==> src/rtl/sb_axi_arbiter.sv <==
// sb_axi_arbiter: lets NUM_REQ stream-buffer prefetchers take turns on one
// AXI read port (AR + R). Grants rotate round-robin, and only one burst is in
// flight at a time. The winner's AR fields are latched and driven to memory.
// R beats are then steered back to the winner until RLAST.
//
// Ports
//   clk, rst                      rising-edge clock, synchronous active-high reset
//   req_arvalid/araddr/arlen      per-requester AR request (flattened vectors)
//   req_arready                   one-hot accept pulse
//   req_rvalid                    one-hot beat valid (granted requester only)
//   req_rdata/req_rlast           beat data/last, broadcast
//   req_rready                    per-requester beat ready
//   mem_ar*                       AR master toward memory
//   mem_r*                        R master from memory
//   busy                          arbiter is not idle
//   grant_idx                     current/last granted requester
//   err                           sticky protocol error
//
// state | meaning
// IDLE  | no burst in flight, picking the next winner
// ADDR  | driving the latched AR toward memory
// DATA  | forwarding R beats to the winner until RLAST

`ifndef ADDR_WIDTH
`define ADDR_WIDTH 32
`endif
`ifndef DATA_WIDTH
`define DATA_WIDTH 32
`endif

module sb_axi_arbiter #(
  parameter int NUM_REQ = 4,
  parameter int ADDR_W  = `ADDR_WIDTH,
  parameter int DATA_W  = `DATA_WIDTH,
  parameter int LEN_W   = 8,
  parameter int ID_BASE = 0,
  parameter int ID_W    = 4,
  localparam int IDX_W  = $clog2(NUM_REQ)
) (
  input  logic                      clk,
  input  logic                      rst,
  input  logic [NUM_REQ-1:0]        req_arvalid,
  input  logic [NUM_REQ*ADDR_W-1:0] req_araddr,
  input  logic [NUM_REQ*LEN_W-1:0]  req_arlen,
  output logic [NUM_REQ-1:0]        req_arready,
  output logic [NUM_REQ-1:0]        req_rvalid,
  output logic [DATA_W-1:0]         req_rdata,
  output logic                      req_rlast,
  input  logic [NUM_REQ-1:0]        req_rready,
  output logic                      mem_arvalid,
  input  logic                      mem_arready,
  output logic [ADDR_W-1:0]         mem_araddr,
  output logic [LEN_W-1:0]          mem_arlen,
  output logic [ID_W-1:0]           mem_arid,
  input  logic                      mem_rvalid,
  output logic                      mem_rready,
  input  logic [DATA_W-1:0]         mem_rdata,
  input  logic                      mem_rlast,
  input  logic [ID_W-1:0]           mem_rid,
  output logic                      busy,
  output logic [IDX_W-1:0]          grant_idx,
  output logic                      err
);

  typedef enum logic [1:0] {IDLE, ADDR, DATA} state_t;

  state_t           state, state_nxt;
  logic [IDX_W-1:0] rr_ptr;
  logic [IDX_W-1:0] winner;
  logic             any_req;
  logic [ADDR_W-1:0] ar_addr_q;
  logic [LEN_W-1:0]  ar_len_q;
  logic [ID_W-1:0]   ar_id_q;
  logic [LEN_W:0]    beat_cnt;
  logic              r_hs;
  logic              proto_err;

  // (base + off) mod NUM_REQ, for off < NUM_REQ; works for non-power-of-two counts
  function automatic logic [IDX_W-1:0] wrap_add(input logic [IDX_W-1:0] base, input int off);
    int s;
    s = int'(base) + off;
    if (s >= NUM_REQ) s = s - NUM_REQ;
    return IDX_W'(s);
  endfunction

  // Walk offsets from farthest to nearest so the nearest set index after rr_ptr wins
  always_comb begin
    winner  = '0;
    any_req = 1'b0;
    for (int i = NUM_REQ - 1; i >= 0; i--) begin
      if (req_arvalid[wrap_add(rr_ptr, i)]) begin
        winner  = wrap_add(rr_ptr, i);
        any_req = 1'b1;
      end
    end
  end

  always_ff @(posedge clk) begin
    if (rst) state <= IDLE;
    else     state <= state_nxt;
  end

  always_comb begin
    state_nxt   = state;
    req_arready = '0;
    req_rvalid  = '0;
    mem_arvalid = 1'b0;
    mem_rready  = 1'b0;
    case (state)
      IDLE: begin
        if (any_req) begin
          req_arready[winner] = 1'b1;
          state_nxt           = ADDR;
        end
      end
      ADDR: begin
        mem_arvalid = 1'b1;
        if (mem_arready) state_nxt = DATA;
      end
      DATA: begin
        mem_rready            = req_rready[grant_idx];
        req_rvalid[grant_idx] = mem_rvalid;
        if (mem_rvalid && req_rready[grant_idx] && mem_rlast) state_nxt = IDLE;
      end
      default: state_nxt = IDLE;
    endcase
    // Outputs are forced quiet while reset is held, even if the FSM was mid-burst
    if (rst) begin
      req_arready = '0;
      req_rvalid  = '0;
      mem_arvalid = 1'b0;
      mem_rready  = 1'b0;
      state_nxt   = IDLE;
    end
  end

  assign r_hs = (state == DATA) && mem_rvalid && req_rready[grant_idx];

  assign proto_err = (mem_rid != ar_id_q)
                  || ( mem_rlast && (beat_cnt != {1'b0, ar_len_q}))
                  || (!mem_rlast && (beat_cnt == {1'b0, ar_len_q}));

  always_ff @(posedge clk) begin
    if (rst) begin
      rr_ptr    <= '0;
      grant_idx <= '0;
      beat_cnt  <= '0;
      err       <= 1'b0;
      ar_addr_q <= '0;
      ar_len_q  <= '0;
      ar_id_q   <= '0;
    end else begin
      if (state == IDLE && any_req) begin
        grant_idx <= winner;
        ar_addr_q <= req_araddr[winner * ADDR_W +: ADDR_W];
        ar_len_q  <= req_arlen[winner * LEN_W +: LEN_W];
        ar_id_q   <= ID_W'(ID_BASE + int'(winner));
        beat_cnt  <= '0;
      end
      if (r_hs) begin
        beat_cnt <= beat_cnt + 1'b1;
        if (mem_rlast) rr_ptr <= wrap_add(grant_idx, 1);
        if (proto_err) err <= 1'b1;
      end
    end
  end

  assign mem_araddr = ar_addr_q;
  assign mem_arlen  = ar_len_q;
  assign mem_arid   = ar_id_q;
  assign req_rdata  = mem_rdata;
  assign req_rlast  = mem_rlast;
  assign busy       = (state != IDLE);

endmodule

==> config.mk <==
export PLATFORM = sky130hd
export DESIGN_NAME = sb_axi_arbiter
export DESIGN_NICKNAME = d
export VERILOG_FILES = /design/src/rtl/sb_axi_arbiter.sv
export SDC_FILE = /design/constraint.sdc
export NUM_CORES = 1
export LEC_CHECK = 0
export ABC_AREA = 1
export CAP_MARGIN = 20
export CORE_AREA = 2 2 116 118
export CTS_CLUSTER_DIAMETER = 100
export DETAILED_ROUTE_END_ITERATION = 7
export DIE_AREA = 0 0 118 120
export GPL_ROUTABILITY_DRIVEN = 0
export PLACE_DENSITY = 0.81
export SYNTH_ARGS = -nofsm -noshare
export SYNTH_HDL_FRONTEND = slang
export SYNTH_SLANG_ARGS = --single-unit
==> constraint.sdc <==
create_clock -name clk -period 2.4 [get_ports clk]
set_input_delay 0.48 -clock clk [delete_from_list [all_inputs] [get_ports clk]]
set_output_delay 0.48 -clock clk [all_outputs]
set_load 0.02 [all_outputs]
# Word-level counts from Yosys, hierarchy flattened
# Cells that the tools add are included.
# W data, S select, Z words.
# classes
muxes	42
add_sub_neg	10
n_eq_ne	8
bitwise	1
n_shift	2
n_reduce_logical	18
order_cmp	13
# ops
operator	count
$shiftx A128 B8 Y32	1
$shiftx A32 B6 Y8	1
$mux W2	12
$mux W4	5
$lt A2 B3 Y1 const B	6
$mux W9	2
$mux W1	15
$ge A3 B3 Y1 const B	4
$bmux W1 S2	5
$sub A2 B1 Y2 const B	5
$add A9 B1 Y9 const B	1
$eq A9 B8 Y1	1
$logic_and A1 B1 Y1	9
$ne A9 B8 Y1	1
$add A2 B1 Y3 const B	2
$add A2 B2 Y3 const B	2
$ne A2 B2 Y1 const B	3
$pmux W2 S3	1
$and A4 B4 Y4	1
$demux W1 S2	2
$ge A2 B1 Y1 const B	2
$ne A4 B2 Y1	1
$reduce_and A2 Y1	2
$reduce_bool A2 Y1	2
other kinds (7)	8
# word_totals
elab_cells	101
input_bits	209
ff_bits	56

# Logic depth before layout (Yosys ltp)
# depth
depth_word	16
ltp_mapped	17
ltp_nobuf	14

# Least setup slack after synthesis
# No wires, ideal clock.
# synth_timing
kind	input to output
start	input port req_arvalid[3]
end	output port req_arready[1]
slack_ns	0.092
n_path_buf	2
required_time_ns	1.920
arrival_time_ns	1.828
cell_stages	10
cell_sequence	inv_1 > nand2_1 > and2_1 > nor2_1 > inv_2 > nand3_2 > nand2_2 > buf_6 > buf_6 > nor3_1
# synth_via
elab_chain_len	13
# synth_rtl
item	line_no	text
from (decl)	42	input logic [NUM_REQ-1:0] req_arvalid,
$bmux W1 S2	91	if (req_arvalid[wrap_add(rr_ptr, i)]) begin
$mux W1 (implied by the code)	91	
$mux W2 (4 in series)	91	
$lt A2 B3 Y1 (implied by the code) / $ge A2 B1 Y1 (equally long branches)	112	req_arready[winner] = 1'b1;
$logic_and A1 B1 Y1 (implied by the code)	112	
$mux W1 (implied by the code)	112	
$demux W1 S2	112	
$mux W4 *	111	if (any_req) begin
$mux W4 *	109	case (state)
$mux W4 *	128	if (rst) begin
to (decl)	45	output logic [NUM_REQ-1:0] req_arready,
# Mark *: on every way between the ends. The rest lies on a longest branch, timed or not. The select of a mux whose other input is x is not followed.

# Worst setup path in the final report
# layout_timing
start	register rr_ptr[0]
end	output port req_arready[1]
# layout_via
elab_chain_len	16
# layout_rtl
item	line_no	text
from (decl)	68	logic [IDX_W-1:0] rr_ptr;
from (signal assigned)	162	if (mem_rlast) rr_ptr <= wrap_add(grant_idx, 1);
$add A2 B2 Y3	81	s = int'(base) + off;
$ge A3 B3 Y1 / $sub A2 B1 Y2 (equally long branches)	82	if (s >= NUM_REQ) s = s - NUM_REQ;
$mux W2	82	
$bmux W1 S2	91	
$mux W1 (implied by the code)	91	
$mux W2 (4 in series)	91	
$lt A2 B3 Y1 (implied by the code) / $ge A2 B1 Y1 (equally long branches)	112	
$logic_and A1 B1 Y1 (implied by the code)	112	
$mux W1 (implied by the code)	112	
$demux W1 S2	112	
$mux W4 *	111	
$mux W4 *	109	
$mux W4 *	128	
# Marked as above.

==> impl_results.html <==
<table>
<tr><th>Metric</th><th>Value</th></tr>
<tr><th colspan="2">Route</th></tr>
<tr><td>Residual DRC</td><td>0</td></tr>
<tr><td>Routed WL per cell</td><td>14.7 microns</td></tr>
<tr><td>Antenna Nets Post-Route</td><td>0</td></tr>
<tr><td>DR iter-0 viols</td><td>roughly 350</td></tr>
<tr><td>Total Wirelength</td><td>16.7 mm</td></tr>
<tr><td>Average vias per placed instance</td><td>4.80</td></tr>
<tr><td>Total vias in the final route</td><td>approximately 5400</td></tr>
<tr><td>Number of detailed-route iterations in the first pass</td><td>4</td></tr>
<tr><th colspan="2">Global route</th></tr>
<tr><td>Number of antenna violations at the first check in global routing</td><td>0</td></tr>
<tr><td>Overall Global Routing Usage</td><td>22.2%</td></tr>
<tr><td>Pin count of the biggest net entering global routing</td><td>61</td></tr>
<tr><td>Number of global-route vias before repair</td><td>5076</td></tr>
<tr><td>Global-route wire length before repair</td><td>25.2 mm</td></tr>
<tr><td>Total grt overflow</td><td>0</td></tr>
<tr><th colspan="2">Synthesis</th></tr>
<tr><td>Sequential area share after synthesis</td><td>around a quarter</td></tr>
<tr><td>Top flip-flop cell by instance count after synthesis</td><td>sky130_fd_sc_hd__dfxtp_1</td></tr>
<tr><td>Number of enable flip-flop cells after synthesis</td><td>0</td></tr>
<tr><td>Mean post-synth cell area</td><td>5.87 sq um</td></tr>
<tr><td>Library cell occupying the most area in the post-synthesis netlist</td><td>sky130_fd_sc_hd__dfxtp_1</td></tr>
<tr><td>Post-synthesis sequential element count</td><td>56</td></tr>
<tr><td>Cell variety after synth</td><td>30</td></tr>
<tr><td>Share of synthesized registers carrying an async set or reset</td><td>0%</td></tr>
<tr><td>Most frequent cells after synthesis</td><td>sky130_fd_sc_hd__nand2_1 (245), sky130_fd_sc_hd__nand3_1 (174), sky130_fd_sc_hd__inv_1 (85)</td></tr>
<tr><td>Cells after synthesis</td><td>754</td></tr>
<tr><td>Area share of the largest cell type after synthesis</td><td>between 20% and 30%</td></tr>
<tr><td>Most numerous cell in the Yosys netlist</td><td>sky130_fd_sc_hd__nand2_1</td></tr>
<tr><td>Yosys warnings</td><td>0</td></tr>
<tr><td>Cell types with the largest area share after synthesis</td><td>sky130_fd_sc_hd__dfxtp_1 (25%), sky130_fd_sc_hd__nand2_1 (21%), sky130_fd_sc_hd__nand3_1 (20%)</td></tr>
<tr><td>Cell area after synthesis</td><td>0.00443 sq mm</td></tr>
<tr><th colspan="2">STA</th></tr>
<tr><td>Highest Clock Rate</td><td>between 400 and 500 MHz</td></tr>
<tr><td>Worst rel slew slack</td><td>53.8%</td></tr>
<tr><td>Fin Setup TNS</td><td>-49.1 ps</td></tr>
<tr><td>Share of the clock period used by the worst path after layout</td><td>102%</td></tr>
<tr><td>Final hold violation count</td><td>0</td></tr>
<tr><td>Fin crit period</td><td>2440 ps</td></tr>
<tr><td>Final setup skew</td><td>5.21 ps</td></tr>
<tr><td>Post-Route Hold Slack</td><td>roughly 450 ps</td></tr>
<tr><td>Max Slew Vio Count</td><td>0</td></tr>
<tr><td>Setup repair after global routing missed its margin</td><td>true</td></tr>
<tr><td>Post-layout worst setup margin</td><td>-36.5 ps</td></tr>
<tr><td>Worst-margin pin slew</td><td>693 ps</td></tr>
<tr><td>Final setup violation count</td><td>2</td></tr>
<tr><th colspan="2">Floorplan</th></tr>
<tr><td>Count of boundary I/O pins</td><td>300</td></tr>
<tr><td>Row count</td><td>42</td></tr>
<tr><td>Initial Util</td><td>34.1%</td></tr>
<tr><td>Overall die width</td><td>118 microns</td></tr>
<tr><td>Die Span Y</td><td>about 120 microns</td></tr>
<tr><td>Core region area</td><td>0.0130 sq mm</td></tr>
<tr><td>Die ar.</td><td>0.0142 sq mm</td></tr>
<tr><th colspan="2">Setup path</th></tr>
<tr><td>CP Capture Type</td><td>primary output</td></tr>
<tr><td>Worst flop-to-flop path startpoint</td><td>rr_ptr[0]</td></tr>
<tr><td>Worst setup startpoint</td><td>rr_ptr[0]</td></tr>
<tr><td>Cell family contributing the most delay on the critical path</td><td>simple AND/OR/NAND/NOR gates</td></tr>
<tr><td>Count of cell instances traversed by the critical path</td><td>12</td></tr>
<tr><td>Worst Setup Path Type</td><td>flip-flop to primary output</td></tr>
<tr><td>Largest driver fanout on the critical path</td><td>8</td></tr>
<tr><td>Number of buffer and inverter stages on the critical path</td><td>4</td></tr>
<tr><td>Standard cell with the maximum stage delay on the critical path</td><td>sky130_fd_sc_hd__dfxtp_2</td></tr>
<tr><td>Data arrival time of the critical path</td><td>1960 ps</td></tr>
<tr><td>Peak per-stage delay on the critical path</td><td>330 ps</td></tr>
<tr><td>End point of the critical path</td><td>req_arready[1]</td></tr>
<tr><td>Worst reg-to-reg path cell count</td><td>15</td></tr>
<tr><td>End of the worst register-to-register path</td><td>mem_araddr[19]</td></tr>
<tr><td>Cell chain of the critical path</td><td>buf_6, clkinv_8, nand2_2, nand2_4, nand2_4, nand2_4, nor2_1, nand2_2, nand3_4, buf_6, nor3_4, buf_6</td></tr>
<tr><td>Required time reported for the critical path endpoint</td><td>1920 ps</td></tr>
<tr><td>Crit start category</td><td>flip-flop</td></tr>
<tr><td>Setup slack, reg-to-reg</td><td>190 ps</td></tr>
<tr><th colspan="2">Cells and area</th></tr>
<tr><td>Summed area of non-filler cells in the final layout</td><td>0.00718 sq mm</td></tr>
<tr><td>Filler cell count</td><td>1247</td></tr>
<tr><td>Area added between synthesis and finish</td><td>62.3%</td></tr>
<tr><td>Footprint of the multi-input gates</td><td>0.00264 sq mm</td></tr>
<tr><td>Post-Route Utilization</td><td>55.3%</td></tr>
<tr><td>Antenna diode count</td><td>0</td></tr>
<tr><td>Nets</td><td>1168</td></tr>
<tr><td>Fraction of final layout cells sized beyond drive strength 1</td><td>around 11%</td></tr>
<tr><td>Area used by sequential logic in the layout</td><td>approximately 0.0011 sq mm</td></tr>
<tr><th colspan="2">Power and ir drop</th></tr>
<tr><td>Design Power</td><td>3.48 mW</td></tr>
<tr><td>Worst vdd ir</td><td>0.346 mV</td></tr>
<tr><td>Static power due to leakage</td><td>3.31 nW</td></tr>
<tr><td>Power per cell area</td><td>484 mW/mm^2</td></tr>
<tr><th colspan="2">CTS</th></tr>
<tr><td>Clock Tree Root</td><td>sky130_fd_sc_hd__clkbuf_16</td></tr>
<tr><td>CTS Hold Buffers Added</td><td>0</td></tr>
<tr><td>Reg clk slew, reported paths</td><td>70 ps</td></tr>
<tr><td>H-tree level count</td><td>2</td></tr>
<tr><td>Number of clock buffers inserted by TritonCTS</td><td>5</td></tr>
<tr><td>Clock buffer depth</td><td>2</td></tr>
<tr><td>Clock network latency to the later pin of the worst-skew pair</td><td>around 300 ps</td></tr>
<tr><td>CTS tree</td><td>yes</td></tr>
<tr><td>Count of clock tree sinks</td><td>56</td></tr>
<tr><th colspan="2">Placed design</th></tr>
<tr><td>Count of input and output buffers</td><td>233</td></tr>
<tr><td>Placed inst area</td><td>0.00676 sq mm</td></tr>
<tr><td>Placed wire-length estimate after detailed placement</td><td>between 10 and 15 mm</td></tr>
<tr><th colspan="2">Outcome</th></tr>
<tr><td>Violated checks</td><td>setup timing</td></tr>
<tr><td>Outcome</td><td>finished with violations</td></tr>
<tr><th colspan="2">Flow run</th></tr>
<tr><td>Number of maximum-capacitance violations</td><td>0</td></tr>
<tr><th colspan="2">Min path</th></tr>
<tr><td>Type of the worst min-delay path</td><td>flip-flop to flip-flop</td></tr>
</table>
==> worst reg2reg max path: cells and delay by family (launching register included) <==
kind | cells | cell delay (ps)
flip-flops | 1 | 350
buffers and inverters | 4 | 800
AND/OR/NAND/NOR | 11 | 960
==> power by group <==
| part | internal [mW] | switching [mW] | leakage [nW] |
|---|---|---|---|
| Clock | 0.413 | 0.356 | 0.0766 |
| Sequential | 1.05 | 0.0872 | 0.461 |
| Combinational | 0.763 | 0.806 | 2.77 |
| Total | 2.23 | 1.25 | 3.31 |
==> final cells by class <==
| cell class | count | area share, % |
|---|---|---|
| tap | 176 | 3.07 |
| inverter | 95 | 5.21 |
| multi-input combinational | 525 | 36.8 |
| timing repair buffer | 271 | 37.3 |
| clock inverter | 2 | 0.139 |
| clock buffer | 6 | 1.93 |
| sequential | 56 | 15.6 |
==> worst min path at each step <==
stage                         startpoint             end  slack [ps]  depth (start not counted)
after floorplan              beat_cnt[5]     beat_cnt[5]         440                          2
after global placement    mem_araddr[14]  mem_araddr[14]         440                          2
after detailed placement  mem_araddr[14]  mem_araddr[14]         440                          2
after CTS                 mem_araddr[14]  mem_araddr[14]         450                          2
after global routing       mem_araddr[7]   mem_araddr[7]         470                          2
final                     mem_araddr[14]  mem_araddr[14]         450                          2
==> logic make-up after synthesis <==
family / Yosys count / share of synthesized area, %
adders and majority gates: 5 / 1.41
DFF: 56 / 25.3
xor gates and xnor gates: 5 / 0.990
AOI/OAI and AO/OA: 31 / 3.65
buffers and inverters: 174 / 19.9
other: 1 / 0.0847
and+or+nand+nor: 482 / 48.7
==> layer usage <==
| layer | vias up | global-route usage, % | wire [microns] |
|---|---|---|---|
| li1 | 2742 | - | - |
| met1 | 2468 | 24.4 | 6520 |
| met2 | 203 | 42.0 | 8750 |
| met3 | 16 | 6.13 | 1180 |
| met4 | 0 | 5.35 | 235 |
| met5 | - | 0 | 0 |
==> timing repair <==
item / CTS / global route
endpoints found under the setup margin: 9 / 5
resized for setup: 61 / 47
pin swaps: 14 / 18
setup buffers: 3 / 3
==> cell usage in the layout (no fill, tap or decap), drive strengths merged, types with 5 or more instances in the layout <==
cell and count:
clkinv 7, inv 90, o21ai 14, nor3 6
nand2 247, a21oi 13, nor2 26, nand3b 21
buf 42, clkbuf 6, dfxtp 56, nand3 176
clkdlybuf4s50 219, dlygate4sd2 8, ha 5
==> flip-flops by register name, summed over array words and instances, names as in the netlist <==
| name | cells |
|---|---|
| beat_cnt | 9 |
| err | 1 |
| mem_araddr | 32 |
| mem_arid | 2 |
| mem_arlen | 8 |
| rr_ptr | 2 |
| state | 2 |
==> through the flow <==
| step | worst slack (ps) | std cells |
|---|---|---|
| 2_1_floorplan | 92.3 | 755 |
| 3_3_place_gp | -701 | 1117 |
| 3_5_place_dp | -754 | 1117 |
| 4_1_cts | -2.74 | 1128 |
| 5_1_grt | -122 | 1131 |
| 6_report | -36.5 | 1131 |
(Power assumes the default switching activity.)
